<file path="config.mk">
export PLATFORM = sky130hd
export DESIGN_NAME = rocket_vpos
export DESIGN_NICKNAME = d
export VERILOG_FILES = /design/src/rtl/rocket_vpos.sv
export SDC_FILE = /design/constraint.sdc
export NUM_CORES = 1
export LEC_CHECK = 0
export ABC_AREA = 1
export BUFFER_PORTS_ARGS = -buffer_cell sky130_fd_sc_hd__buf_2
export CORE_MARGIN = 3
export CORE_UTILIZATION = 42
export DETAILED_ROUTE_END_ITERATION = 16
export HOLD_SLACK_MARGIN = 0.03
export PLACE_DENSITY = 0.63
export SYNTH_ARGS = -nofsm -noshare
export SYNTH_HDL_FRONTEND = slang
export SYNTH_SLANG_ARGS = --single-unit
</file>
<file path="constraint.sdc">
create_clock -name CLK_DRV -period 1.9 [get_ports CLK_DRV]
set_input_delay 0.19 -clock CLK_DRV [delete_from_list [all_inputs] [get_ports CLK_DRV]]
set_output_delay 0.19 -clock CLK_DRV [all_outputs]
set_load 0.01 [all_outputs]
</file>
<file path="src/rtl/rocket_vpos.sv">
// Space Race per-player rocket: once-per-frame Y update from the joystick,
// star-collision fall-back, and registered rocket video / graphic row output.
module rocket_vpos #(
  parameter int HOME       = 208,
  parameter int TOP        = 8,
  parameter int SPEED      = 1,
  parameter int FALL_SPEED = 2,
  parameter int ROCKET_H   = 16
) (
  input  logic       CLK_DRV,
  input  logic       RESET,
  input  logic [7:0] V,
  input  logic       V_WINDOW,
  input  logic       R_RESET,
  input  logic       R_BBOUND,
  input  logic       ROCKET_HWIN,
  input  logic       STARS_N,
  input  logic       ENABLE,
  input  logic       UP,
  input  logic       DOWN,
  output logic       ROCKET_N,
  output logic [3:0] ROW,
  output logic [7:0] YPOS,
  output logic       STOP,
  output logic       SCORE_INC
);

  localparam logic [8:0] HOME9 = 9'(HOME);
  localparam logic [8:0] LIM9  = 9'(TOP + SPEED);
  localparam logic [8:0] SPD9  = 9'(SPEED);
  localparam logic [8:0] FSPD9 = 9'(FALL_SPEED);
  localparam logic [7:0] HOME8 = 8'(HOME);
  localparam logic [7:0] SPD8  = 8'(SPEED);
  localparam logic [7:0] RH8   = 8'(ROCKET_H);

  typedef enum logic {FLY, FALL} state_t;

  state_t     state;
  logic [7:0] ypos;
  logic       hitl;
  logic       hit;
  logic       rr_q;
  logic       bb_q;
  logic       rocket_n;
  logic [3:0] row;
  logic       score_inc;

  logic       rr_rise;
  logic       bb_rise;
  logic [8:0] up_sum;
  logic [8:0] fall_sum;
  logic [7:0] down_y;
  logic [7:0] fall_y;
  logic [7:0] d;
  logic       in_range;

  always_comb begin
    rr_rise  = R_RESET & ~rr_q;
    bb_rise  = R_BBOUND & ~bb_q;
    up_sum   = {1'b0, ypos} + SPD9;
    fall_sum = {1'b0, ypos} + FSPD9;
    down_y   = (up_sum >= HOME9) ? HOME8 : up_sum[7:0];
    fall_y   = (fall_sum >= HOME9) ? HOME8 : fall_sum[7:0];
    d        = V - ypos;
    in_range = V_WINDOW && (d < RH8);
  end

  // Edge detectors come out of reset as "already high" so releasing reset
  // in the middle of R_BBOUND cannot fake a frame update.
  // The collision latch is sampled into hit at R_RESET and cleared there, so
  // the update at R_BBOUND acts on the hits from the frame just rendered.
  always_ff @(posedge CLK_DRV or posedge RESET) begin
    if (RESET) begin
      state     <= FLY;
      ypos      <= HOME8;
      hitl      <= 1'b0;
      hit       <= 1'b0;
      rr_q      <= 1'b1;
      bb_q      <= 1'b1;
      rocket_n  <= 1'b1;
      row       <= '0;
      score_inc <= 1'b0;
    end else begin
      rr_q      <= R_RESET;
      bb_q      <= R_BBOUND;
      score_inc <= 1'b0;
      rocket_n  <= ~(in_range & ROCKET_HWIN);
      row       <= in_range ? d[3:0] : '0;

      if (rr_rise) begin
        hit  <= hitl;
        hitl <= 1'b0;
      end else if (state == FLY && !rocket_n && !STARS_N) begin
        hitl <= 1'b1;
      end

      if (bb_rise) begin
        if (!ENABLE) begin
          ypos  <= HOME8;
          state <= FLY;
        end else if (state == FLY) begin
          if (hit) begin
            state <= FALL;
          end else if (UP && !DOWN) begin
            if ({1'b0, ypos} <= LIM9) begin
              ypos      <= HOME8;
              score_inc <= 1'b1;
            end else begin
              ypos <= ypos - SPD8;
            end
          end else if (DOWN && !UP) begin
            ypos <= down_y;
          end
        end else begin
          ypos <= fall_y;
          if (fall_y == HOME8) state <= FLY;
        end
      end
    end
  end

  assign ROCKET_N  = rocket_n;
  assign ROW       = row;
  assign YPOS      = ypos;
  assign SCORE_INC = score_inc;
  assign STOP      = (state == FLY) && (ypos == HOME8);

endmodule

</file>
==> results.txt <==
footprint of the flip-flops and latches -> 488 um2
Cell Chain, Critical Path -> ha_4, fa_2, inv_2, buf_4, nand4_1, o211ai_1, or2_4, nand4_1, nor2_1
number of nets with antenna violations after routing -> 0
cell with the largest stage delay on the worst path -> sky130_fd_sc_hd__dfrtp_2
multi-input combinational cell area -> 1290 um2
initial core utilization -> 0.454
worst hold slack across all endpoints -> 0.0390 ns
via total after detailed routing -> 1955
average routed wire per standard cell -> 13.6 um
cell seen most often among critical-path stages -> sky130_fd_sc_hd__nand4_1
Final WS setup -> 0.000861 ns
GP Congestion -> 0.865
share of the clock period used by the worst path after layout -> 1.00
via-per-instance ratio -> 5.10
number of global-route vias before repair -> 1921
count of yosys warnings during synthesis -> 0
fill cell instance count of the final layout -> 419
top post-synthesis cells by count -> sky130_fd_sc_hd__nand2_1 (76), sky130_fd_sc_hd__inv_1 (41), sky130_fd_sc_hd__nand3_1 (23), sky130_fd_sc_hd__nor2_1 (23), sky130_fd_sc_hd__nand4_1 (16)
buffer cell driving the clock tree root -> sky130_fd_sc_hd__clkbuf_8
status -> finished clean
core footprint -> 4170 um2
Most Crowded Layer GR -> met2
sequential cell area fraction in the yosys report -> 0.255
Lkg Pwr -> 1.27 nW
kind of path behind the tightest hold check -> in -> async
startpoint type of the worst setup path -> register
setup repair after global routing missed its margin -> true
ys async rst share -> 1.00
number of hold-slack violations in the final timing report -> 0
total design power -> 2.87 mW
# H-tree levels -> 1
Power Density -> 1200 nW/um2
Maximum Capacitance Violations -> 0
Core Util, Final -> 0.573
Nets -> 368
pin count of the biggest net entering global routing -> 20
Antenna Diode Count -> 0
most area-hungry cell type in the Yosys netlist -> sky130_fd_sc_hd__dfrtp_1
cts bufs inserted -> 3
final HPWL from detailed placement -> 3990 um
area added between synthesis and finish -> 26.1%
die area -> 5360 um2
grt met1 use -> 0.274
post-synthesis cell type count -> 40
main area contributors after synthesis -> sky130_fd_sc_hd__dfrtp_1 (17%), sky130_fd_sc_hd__nand2_1 (15%), sky130_fd_sc_hd__ha_1 (9.9%)
Buffers & Inverters on Critical Path -> 2
clock sink count -> 19
kind of cell adding the most delay to the critical path -> simple AND/OR/NAND/NOR gates
share of cells above drive strength 1 -> 0.312
Iteration-0 DRC Markers -> 121
Pre-Repair DR Iteration Count -> 4
Post-Synthesis Mean Instance Area -> 6.77 um2
pre-CTS WS -> -0.0587 ns
Boundary Pins -> 33
required time reported for the critical path endpoint -> 2.09 ns
Slowest Stage Delay on Critical Path -> 0.42 ns
most repeated cell in the gate-level netlist after synthesis -> sky130_fd_sc_hd__nand2_1
endpoint kind of the worst setup timing path -> register
Max Clock Skew -> 0.00294 ns
global route overflow -> 0
mapped cell area -> 1900 um2
clock tree from TritonCTS -> done
number of antenna violations at the first check in global routing -> 0
number of rows created at floorplan -> 23
clock input transition at the sequential cells of the worst setup and hold paths -> 0.08 ns
met3 global-route usage -> 0.0220
maximum resistive drop on vdd -> 659 uV
Horiz. Die Dim -> 73.2 um
actual transition at the worst max-transition pin -> 0.736 ns
synthesis-stage register bit count -> 19
worst skew pair latency -> 0.26 ns
count of buffers from port buffering -> 32
Max clock buf depth -> 2
endpoints failing setup -> 0
minimum clock period after layout -> 1.90 ns
die extent in y -> 73.2 um
dominant register cell in the synthesized netlist -> sky130_fd_sc_hd__dfrtp_1
Critical Setup Path Class -> reg -> reg
wire length reported by the detailed router -> 5210 um
final max-slew violation count -> 0
global-route wire length before repair -> 8590 um
number of nets in the synthesized netlist -> 314
Residual DRC -> 0
highest clock rate -> 527 MHz
arrival time reported for the critical path endpoint -> 2.09 ns
M2 GR Usage -> 0.338
highest net fanout along the worst path -> 4
all-layer global routing usage -> 0.204
number of enable-type register cells in the synthesized netlist -> 0
fraction of post-synthesis cell area in the top cell type by area -> 0.172
Slew Limit Headroom -> 0.509
number of cells produced by synthesis -> 280
## state kept, by name (all words and copies together), names as in the netlist
register   count
YPOS           8
rr_q           1
ROCKET_N       1
hitl           1
ROW            4
SCORE_INC      1
bb_q           1
state          1
hit            1
## cells by family after synthesis
kind of cell / after synthesis / synth area share
AO/OA/AOI/OAI: 32 / 0.104
AND/OR/NAND/NOR: 154 / 0.378
XOR/XNOR: 7 / 0.0323
flip-flops: 19 / 0.255
adder cells (fa/ha/maj): 16 / 0.110
buffers and inverters: 51 / 0.116
multiplexers: 1 / 0.00528
## layout make-up
type / instances / share of cell area
clock inverters: 1 / 0.00314
well taps: 50 / 0.0262
clock buffers: 3 / 0.0173
multi-input cells: 210 / 0.539
repair buffers: 54 / 0.138
inverters: 46 / 0.0723
flip-flops and latches: 19 / 0.204
## metrics by stage
| step | instance area, um2 | instances | TNS (ns) |
|---|---|---|---|
| detailed placement | 2220 | 374 | -0.200 |
| global placement | 2220 | 374 | 0 |
| global route | 2390 | 383 | -0.861 |
| CTS | 2320 | 381 | 0 |
| finish | 2390 | 383 | 0 |
| floorplan | 1920 | 280 | 0 |
## routing by layer
metal	vias up	routed length (um)
li1	1010	-
met1	881	2380
met2	54	2510
met3	10	219
met4	0	99
met5	-	0
## worst paths after layout
| check | startpoint | to | slack (ns) | cells past startpoint |
|---|---|---|---|---|
| max | YPOS[0] | ROW[1] | 0.0009 | 9 |
| min reg2reg | hitl | hit | 0.49 | 2 |
| max in group asynchronous | RESET | YPOS[1] | 1.35 | 2 |
| min in group CLK_DRV | ROCKET_HWIN | ROCKET_N | 0.08 | 2 |
| min | RESET | ROW[0] | 0.04 | 2 |
| max reg2reg | YPOS[0] | ROW[1] | 0.0009 | 9 |
## cells in the final DEF (no fill, tap or decap), types with 4 or more instances in the layout
master and instances:
sky130_fd_sc_hd__xor2_1 4, sky130_fd_sc_hd__dfstp_2 6, sky130_fd_sc_hd__nor2_1 22, sky130_fd_sc_hd__inv_1 39
sky130_fd_sc_hd__nand2_2 4, sky130_fd_sc_hd__dfrtp_2 4, sky130_fd_sc_hd__inv_2 6, sky130_fd_sc_hd__o21ai_0 5
sky130_fd_sc_hd__ha_1 9, sky130_fd_sc_hd__dfrtp_1 9, sky130_fd_sc_hd__nand3_1 22, sky130_fd_sc_hd__a21oi_1 10
sky130_fd_sc_hd__nand2_1 74, sky130_fd_sc_hd__a21oi_2 7, sky130_fd_sc_hd__buf_4 20, sky130_fd_sc_hd__nand4_1 16
sky130_fd_sc_hd__buf_2 32
## power by group
part / switching [mW] / internal [mW]
sequential: 0.0901 / 0.511
clock: 0.155 / 0.148
combinational: 1.16 / 0.804
## timing repair
item,4_1_cts,5_1_grt
pin swaps,3,5
setup endpoints to repair,4,14
hold endpoints to repair,2,0
hold buffers,2,0
buffers inserted,1,2
resized for setup,7,15
Note: power is estimated with default switching activity, not from simulation.
